--- config.mk ---
export PLATFORM = sky130hd
export DESIGN_NAME = dkong_input_ports
export DESIGN_NICKNAME = d
export VERILOG_FILES = /design/src/rtl/dkong_input_ports.sv
export SDC_FILE = /design/constraint.sdc
export NUM_CORES = 1
export LEC_CHECK = 0
export BUFFER_PORTS_ARGS = -buffer_cell sky130_fd_sc_hd__buf_4
export CAP_MARGIN = 5
export CORE_AREA = 2 2 61 63
export CTS_BUF_LIST = sky130_fd_sc_hd__clkbuf_4
export DETAILED_ROUTE_END_ITERATION = 6
export DIE_AREA = 0 0 63 65
export PLACE_DENSITY_LB_ADDON = 0.12
export SYNTH_ARGS = -nofsm -noshare
export SYNTH_HDL_FRONTEND = slang
export SYNTH_SLANG_ARGS = --single-unit
--- constraint.sdc ---
create_clock -name masterclk -period 1.23 [get_ports masterclk]
set_input_delay 0.246 -clock masterclk [delete_from_list [all_inputs] [get_ports masterclk]]
set_output_delay 0.246 -clock masterclk [all_outputs]
set_load 0.03 [all_outputs]
--- src/rtl/dkong_input_ports.sv ---
// rtl/dkong_input_ports.sv - Donkey Kong IN0/IN1/IN2/DSW0 read ports with coin latch; optional DKONG_INPUT_DEBOUNCE_EN
package dkong_bus_pkg;
  typedef struct packed {
    logic [15:0] addr;
    logic        rdn;
    logic        wrn;
  } Z80MasterBus;

  typedef struct packed {
    logic [7:0] dslave;
    logic       mwait;
  } Z80SlaveBus;
endpackage

module dkong_input_ports
  import dkong_bus_pkg::*;
#(
  parameter int DB_CYCLES = 1024
) (
  input  logic        masterclk,
  input  logic        rst_n,
  input  logic        ena,
  input  Z80MasterBus ibus,
  output Z80SlaveBus  obus,
  input  logic [4:0]  p1_joy,
  input  logic [4:0]  p2_joy,
  input  logic        p1_sw,
  input  logic        p2_sw,
  input  logic        coin_sw,
  input  logic [7:0]  dsw,
  output logic        coin_pending
);

  // Bit layout of the switch vector: [4:0] p1_joy, [9:5] p2_joy,
  // [10] p1_sw, [11] p2_sw, [12] coin_sw, [20:13] dsw (not debounced).
  localparam int NSW  = 13;
  localparam int COIN = 12;

  logic [20:0]    raw_sw;
  logic [20:0]    sync1;
  logic [20:0]    sync2;
  logic [NSW-1:0] db;

  assign raw_sw = {dsw, coin_sw, p2_sw, p1_sw, p2_joy, p1_joy};

  // Two-flop synchronizer for every asynchronous switch input
  always_ff @(posedge masterclk) begin
    if (!rst_n) begin
      sync1 <= '0;
      sync2 <= '0;
    end else begin
      sync1 <= raw_sw;
      sync2 <= sync1;
    end
  end

`ifdef DKONG_INPUT_DEBOUNCE_EN
  localparam int              CW       = $clog2(DB_CYCLES) + 1;
  localparam logic [CW-1:0]   CNT_LAST = CW'(DB_CYCLES - 1);

  for (genvar i = 0; i < NSW; i++) begin : g_db
    logic [CW-1:0] cnt;
    logic          db_q;

    // Accept a new level only after it has differed for DB_CYCLES straight cycles
    always_ff @(posedge masterclk) begin
      if (!rst_n) begin
        cnt  <= '0;
        db_q <= 1'b0;
      end else if (sync2[i] == db_q) begin
        cnt <= '0;
      end else if (cnt == CNT_LAST) begin
        db_q <= sync2[i];
        cnt  <= '0;
      end else begin
        cnt <= cnt + CW'(1);
      end
    end

    assign db[i] = db_q;
  end
`else
  assign db = sync2[NSW-1:0];
`endif

  logic       coin_prev;
  logic       coin_latch;
  logic       rd_in2_q;
  logic       rd_act;
  logic       coin_rise;
  logic       rd_done;
  logic [7:0] port_data;
  logic [7:0] dslave_q;

  assign rd_act    = ena & ~ibus.rdn;
  assign coin_rise = db[COIN] & ~coin_prev;
  // An IN2 read completes when rdn returns high after a selected low cycle
  assign rd_done   = rd_in2_q & ibus.rdn;

  // Coin edge detect and latch; a new coin beats a simultaneous read clear
  always_ff @(posedge masterclk) begin
    if (!rst_n) begin
      coin_prev  <= 1'b0;
      coin_latch <= 1'b0;
      rd_in2_q   <= 1'b0;
    end else begin
      coin_prev <= db[COIN];
      rd_in2_q  <= rd_act & (ibus.addr[8:7] == 2'b10);
      if (coin_rise) begin
        coin_latch <= 1'b1;
      end else if (rd_done) begin
        coin_latch <= 1'b0;
      end
    end
  end

  // Port select on addr[8:7]; every mirror in the window answers
  always_comb begin
    port_data = 8'h00;
    case (ibus.addr[8:7])
      2'b00:   port_data = {3'b000, db[4:0]};
      2'b01:   port_data = {3'b000, db[9:5]};
      2'b10:   port_data = {coin_latch, 3'b000, db[11], db[10], 2'b00};
      default: port_data = sync2[20:13];
    endcase
  end

  // Read data register, updated only during a selected read
  always_ff @(posedge masterclk) begin
    if (!rst_n) begin
      dslave_q <= 8'h00;
    end else if (rd_act) begin
      dslave_q <= port_data;
    end
  end

  assign obus         = '{dslave: dslave_q, mwait: 1'b1};
  assign coin_pending = coin_latch;

  // Upper address bits and wrn are part of the shared bus but do not affect this block
  logic unused_bus;
  assign unused_bus = ^{ibus.addr[15:9], ibus.addr[6:0], ibus.wrn};

endmodule

* Yosys cells after proc, flatten, opt, wreduce, memory -nomap -nowiden
Cells that the tools add are included.
** Word-level totals
- Register bits :: 53
- Output and inout port bits :: 10
** Cells by class
- Equal/unequal tests :: 2
- Mux-type cells :: 3
- Bitwise operators :: 6
- Reduce and logical (&&, ||, !) cells :: 2
** Operator list (number)
- case mux 8 bit (3 select lines) :: 1
- AND 1 bit :: 4
- == test 2 x 1 -> 1 bit (second input constant) :: 1
- == test 2 bit (second input constant) :: 1
- zero test 2 bit :: 1
- two-way mux 1 bit :: 2
- NOT 1 bit :: 2
- nonzero test 2 bit :: 1

* Logic depth before layout (Yosys ltp)
Gate-level depths: netlist of the first run.
- Depth in word-level cells :: 3
- Gate-level depth with buffers :: 4
- Mapped depth without buffers :: 3

* Worst setup path before layout of the first run
No wires, ideal clock.
- Kind :: input -> register
- Start :: input port ibus[9] in the netlist's numbering
- End :: register dslave_q[2]
- Setup time :: 116 ps
- Arrival time :: 876 ps
- Data required time :: 1114 ps
- Setup slack :: 238 ps
- Cell stages on the path :: 3
- Cells stage by stage :: mux4_1 -> nand2_1 -> a21boi_1
** On the way
- Cells in the longest elaborated chain, start to end :: 2
- Elaborated cells between the ends (all ways) :: 4
** Ends and longest elaborated chain
- start: declaration :: line 23 : input Z80MasterBus ibus,
- == test 2 bit (tied with other cells) :: line 120 : case (ibus.addr[8:7])
- case mux 8 bit (3 select lines) (*) :: line 120
- end signal: assignment :: line 133 : dslave_q <= port_data;
- end: declaration :: line 93 : logic [7:0] dslave_q;
Mark *: on every way between the ends. The rest lies on a longest branch, timed or not.
A chain may end at the register's enable or synchronous reset.

* Final worst setup path of the first run
- Start :: register coin_latch (netlist: coin_pending)
- End :: output port coin_pending
** RTL lines
- start: declaration :: line 87 : logic coin_latch;
- start signal: assignment :: line 104 : coin_latch <= 1'b0;
- start signal: assignment :: line 110 : coin_latch <= 1'b1;
- start signal: assignment :: line 112 : coin_latch <= 1'b0;
- end: declaration :: line 31 : output logic coin_pending
No word-level cell between the ends.

==> results.ini, run 1 <==
[clock_tree]
cts_tree=yes
cts_resized=0
cts_buffer_depth=2
cts_sinks=53
post_cts_buffers=0
cts_root_buf=clkbuf_4
hold_buffers=0
cts_made_buffers=5
clock_latency_ns=0.36
htreeDepth=2
clk_pin_slew_ns=0.14

[layout]
finalNonFillerCells=231
drive_gt1_share_pct=24.6
fin_area_um2=2010
utilization_pct=57.6
multiInputGateArea_um2=558
nFillCells=338
insertedDiodeCount=0
layout_commonest_cell=dfxtp_1
seqCellArea_um2=1060
fin_nets=224
area_growth_pct=20.7
final_cell_mix=dfxtp_1, and2_1, buf_4

[worst_hold_path]
hold_path_class=primary input to register

[setup_path]
crit_required_ns=0.98
crit_buf_inv=1
crit_chain=buf_4
reg2reg_depth=3
end_kind=primary output
regToRegEndpoint=dslave_q[3]$_SDFFE_PN0P_
cp_max_fo=3
cp_data_arrival_time_ns=0.90
crit_path_max_incr_delay_ns=0.38
worstSetupStartpointType=register
path_class=register to primary output
path_delay_family=flip-flops
reg2reg_setup_slack_ns=0.20
slowest_stage=dfxtp_1
reg2reg_from=sync2[8]$_SDFF_PN0_
crit_end=coin_pending
critPathLaunch=coin_pending$_SDFFE_PN0P_
path_depth=1

[power_and_ir_drop]
power.share.sequential_pct=66.1
peakVddDrop_v=0.000863
powerDensity_nw_per_um2=1360
intPower_mw=2.13
p_switching_uw=607
power_mw=2.74
static-leakage-power_nw=0.865
p_sw_share_pct=22.2
combinationalPowerShare_pct=8.0
p_clk_share_pct=25.9

[sta]
finalCriticalPeriod_ns=1.14
timing.fmax_ghz=0.874
finalHoldViolations=0
finalSetupViolCount=0
rsz0062_at_grt=no
fin_tns_setup_ns=0
finClkSkew_ns=0.00832
post-route-period-util_pct=93.1
slew_violations=0
finalWorstSetupSlack_ns=0.0853
hold_ws_ns=0.0808

[global_routing]
track_usage_pct=13.1
grt_max_degree=54
globalRouteOverflowTotal=0
antenna_found_initial=0
grt_pass1_wl_um=4040
grt_pass1_vias=945

[synthesis]
synth_ff_type=dfxtp_1
yosysTopAreaCell=dfxtp_1
syn_area_per_cell_um2=11.3
netlist.area_leader.share_pct=63.7
synthArstFlopShare_pct=0
syn_area_um2=1670
synth_warnings=0
ys_types=21
synth_edf_count=0
synthCells=147
synth-seq-area-share_pct=63.7
synthTopCellsByArea=dfxtp_1, and2_1, mux4_1
syn_nets=189
ys_ff_latch=53

[die]
die_h_um=65
num_rows=22
design.core.area_um2=3500
ios=52
dieArea_um2=4100
die_w_um=63
initial_core_util_pct=47.7

[status]
status=finished clean

[routing]
viasPerCell=4.38
drt_wl_total_um=2310
drc=0
vias=1011
drt_iter0_drc=26
wl_per_cell_um=10.0
dr.pass1.iters=4
antenna_left=0

[placement]
dp_hpwl_um=1550
port_buffers=35
routabilityCongestion=0.737
dpl_cell_area_um2=1960
post-place-ws_ns=0.0849
place_inst=223

[job]
cap_viol_max_count=0

-- worst register-to-register path: cells and delay by family, from the launching register on --
kind / cells / cell delay, ns
compound gates: 1 / 0.05
simple gates: 1 / 0.08
flops: 1 / 0.33
mux: 1 / 0.49
-- power by group through the flow --
| stage | registers [mW] | logic (mW) | clock network (mW) |
|---|---|---|---|
| CTS | 1.81 | 0.224 | 0.739 |
| global placement | 1.85 | 0.217 | 0 |
| finish | 1.81 | 0.219 | 0.709 |
| floorplan | 1.86 | 0.110 | 0 |
| detailed placement | 1.85 | 0.223 | 0 |
| global route | 1.82 | 0.244 | 0.829 |
-- how the worst min path moves through the flow --
| stage | start | endpoint | cells after the start |
|---|---|---|---|
| after global routing | dsw[7] | sync1[20]$_SDFF_PN0_ | 2 |
| final | p2_joy[3] | sync1[8]$_SDFF_PN0_ | 2 |
| after floorplan | p2_joy[3] | sync1[8]$_SDFF_PN0_ | 1 |
| after detailed placement | sync1[13]$_SDFF_PN0_ | sync2[13]$_SDFF_PN0_ | 1 |
| after global placement | sync1[12]$_SDFF_PN0_ | sync2[12]$_SDFF_PN0_ | 1 |
| after CTS | p2_joy[3] | sync1[8]$_SDFF_PN0_ | 2 |
-- logic make-up after synthesis --
group                  Yosys count  share of synthesized area, %
other                            1                         0.225
flip-flops                      53                          63.7
AND/OR/NAND/NOR                 63                          21.9
AO/OA/AOI/OAI                   15                          5.71
multiplexers                     6                          5.63
buffers and inverters            9                          2.85
-- synthesized netlist by cell type, types with 2 or more instances --
| library cell | n |
|---|---|
| a21boi_0 | 2 |
| mux4_1 | 2 |
| nor2b_1 | 3 |
| a21oi_1 | 4 |
| and2_1 | 43 |
| nand3_1 | 4 |
| o21ai_0 | 3 |
| dfxtp_1 | 53 |
| clkbuf_1 | 5 |
| buf_2 | 2 |
| a21boi_1 | 3 |
| mux2i_1 | 3 |
| o21a_1 | 3 |
| nand4_1 | 2 |
| nand2_1 | 9 |
-- layer usage --
layer  track usage, %  vias to the layer above  share of wire (%)
met4             6.67                        0               0.95
met1             14.3                      441                 45
li1                 -                      540                  -
met3             6.25                        2                6.9
met5                0                        -                  0
met2             21.4                       28                 47
-- sequential cells by signal, summed over array words and instances, names as in the netlist --
name,flops
rd_in2_q,1
sync1,21
sync2,21
coin_prev,1
coin_pending,1
dslave_q,8
-- area by class of cell --
cell class,instances,area share (%)
Timing Repair Buffer,37,13.8
Sequential cell,53,52.7
Clock inverter,3,0.871
Tap cell,48,2.99
Multi-Input combinational cell,85,27.7
Clock buffer,5,1.87
Note: power is estimated with default switching activity, not from simulation.
==> inputs of run 2 (changes only) <==
--- a/config.mk
+++ b/config.mk
@@ -12,6 +12,7 @@
 export DETAILED_ROUTE_END_ITERATION = 6
 export DIE_AREA = 0 0 63 65
 export PLACE_DENSITY_LB_ADDON = 0.12
+export REMOVE_ABC_BUFFERS = 1
 export SYNTH_ARGS = -nofsm -noshare
 export SYNTH_HDL_FRONTEND = slang
 export SYNTH_SLANG_ARGS = --single-unit
==> run 2 against run 1 <==
Against the previous run:
- first-iteration DRC count down 19%
- final area increased by 1.2%
- wire length rose by 3.3%
- core utilization up 0.68 points
- power is 0.73% lower
- fmax grew 2.5%
- setup slack better by 0.027 ns
- hold slack improved by 0.0031 ns
- sequential power hardly changed
- global-route usage is 0.85 points higher
- die area stayed put
- register-to-register slack hardly changed
==> results.ini, run 2 (synthesis gave the netlist of run 1 again) <==
[status]
status=finished clean

[placement]
post-place-ws_ns=0.0616  ; -0.0233 ns
routabilityCongestion=0.739  ; +0.27%
port_buffers=35  ; unchanged
dpl_cell_area_um2=1980  ; +1.4%
dp_hpwl_um=1700  ; +9.2%

[global_routing]
antenna_found_initial=0  ; unchanged
grt_max_degree=32  ; -41%
grt_pass1_vias=1034  ; +9.4%
grt_pass1_wl_um=4310  ; +6.5%
globalRouteOverflowTotal=0  ; unchanged
track_usage_pct=14.0  ; +0.85 points

[setup_path]
crit_buf_inv=1  ; unchanged
worstSetupStartpointType=register
end_kind=primary output
slowest_stage=dfxtp_1
cp_max_fo=2  ; -1
path_class=register to primary output
path_delay_family=flip-flops
cp_data_arrival_time_ns=0.87  ; -0.03 ns
crit_path_max_incr_delay_ns=0.36  ; -0.02 ns
crit_required_ns=0.98  ; about the same
crit_chain=buf_4

[job]
cap_viol_max_count=0  ; unchanged

[layout]
fin_nets=226  ; +0.89%
area_growth_pct=22.1
insertedDiodeCount=0  ; unchanged
fin_area_um2=2040  ; +1.2%
final_cell_mix=dfxtp_1, and2_1, buf_4
reg_top3=sync1 x21, sync2 x21, dslave_q x8
drive_gt1_share_pct=24.9  ; +0.27 points
layout_commonest_cell=dfxtp_1

[sta]
rsz0062_at_grt=no
post-route-period-util_pct=90.8  ; -2.2 points
finClkSkew_ns=0.0106  ; +0.00224 ns
finalWorstSetupSlack_ns=0.113  ; +0.0274 ns
finalCriticalPeriod_ns=1.12  ; -0.0274 ns
slew_violations=0  ; unchanged
hold_ws_ns=0.0839  ; +0.00309 ns
finalSetupViolCount=0  ; unchanged
fin_tns_setup_ns=0  ; unchanged
finalHoldViolations=0  ; unchanged
timing.fmax_ghz=0.895  ; +2.5%

[die]
die_h_um=65  ; unchanged
die_w_um=63  ; unchanged
ios=52  ; unchanged
num_rows=22  ; unchanged
initial_core_util_pct=47.7  ; unchanged
design.core.area_um2=3500  ; unchanged
dieArea_um2=4100  ; unchanged

[clock_tree]
clk_pin_slew_ns=0.13  ; about the same
hold_buffers=0  ; unchanged
post_cts_buffers=0  ; unchanged
clock_latency_ns=0.35  ; about the same
cts_made_buffers=5  ; unchanged
cts_resized=0  ; unchanged
cts_root_buf=clkbuf_4
cts_sinks=53  ; unchanged
cts_tree=yes
cts_buffer_depth=2  ; unchanged
htreeDepth=2  ; unchanged

[power_and_ir_drop]
power_mw=2.72  ; -0.73%
power.share.sequential_pct=66.5  ; +0.4 points
intPower_mw=2.13  ; about the same
p_clk_share_pct=24.9  ; -1.0 points
p_switching_uw=587  ; -3.3%
peakVddDrop_v=0.000845  ; -2.1%
combinationalPowerShare_pct=8.5  ; +0.5 points
p_sw_share_pct=21.6  ; -0.57 points
powerDensity_nw_per_um2=1340  ; -1.9%
static-leakage-power_nw=0.878  ; +1.6%

[routing]
drt_iter0_drc=21  ; -19%
dr.pass1.iters=2  ; -2
antenna_left=0  ; unchanged
wl_per_cell_um=10.3  ; +2.4%
drt_wl_total_um=2390  ; +3.3%
vias=1040  ; +2.9%
viasPerCell=4.46  ; +2.0%
drc=0  ; unchanged

[worst_hold_path]
hold_path_class=primary input to register

## run 2: cell types whose count changed in the layout (fill, tap and decap cells not counted)
cell,previous run,this run
dfxtp_1,53,52
buf_4,37,38
dfxtp_2,0,1
clkinvlp_4,1,0
clkinv_2,2,1
buf_12,0,1
clkinv_1,0,2
## run 2: layer usage
layer  vias to the layer above  track usage (%)  share of wire [%]
met3                         6             6.25                7.3
met5                         -                0                  0
met4                         0             7.50                2.1
met1                       462             14.3                 41
li1                        543                -                  -
met2                        29             24.1                 50
## run 2: final timing paths
kind	from	endpoint	slack, ns	cells past startpoint
worst max register to register	sync2[7]$_SDFF_PN0_	dslave_q[2]$_SDFFE_PN0P_	0.20	3
worst min register to register	sync1[1]$_SDFF_PN0_	sync2[1]$_SDFF_PN0_	0.44	1
worst min-delay path	p2_joy[3]	sync1[8]$_SDFF_PN0_	0.08	2
worst max-delay path	dslave_q[1]$_SDFFE_PN0P_	obus[2]	0.11	1
## run 2: cell type report
type,instances,area [um^2]
fill,331,1460
sequential,53,1060
clock inverter,3,12.5
timing repair buffer,39,305
tap,48,60.1
multi-input combinational,85,558
clock buffer,5,37.5
## run 2: metrics by stage
stage	std cells	utilization, %
floorplan	138	-
global placement	225	56.8
detailed placement	225	56.8
CTS	233	58.2
global route	233	58.2
finish	233	58.2
## run 2: power groups by stage
stage,logic [mW],registers [mW],clock network [mW]
finish,0.232,1.81,0.678
global route,0.259,1.82,0.796
CTS,0.237,1.81,0.714
detailed placement,0.236,1.85,0
global placement,0.227,1.85,0
floorplan,0.0820,1.86,0
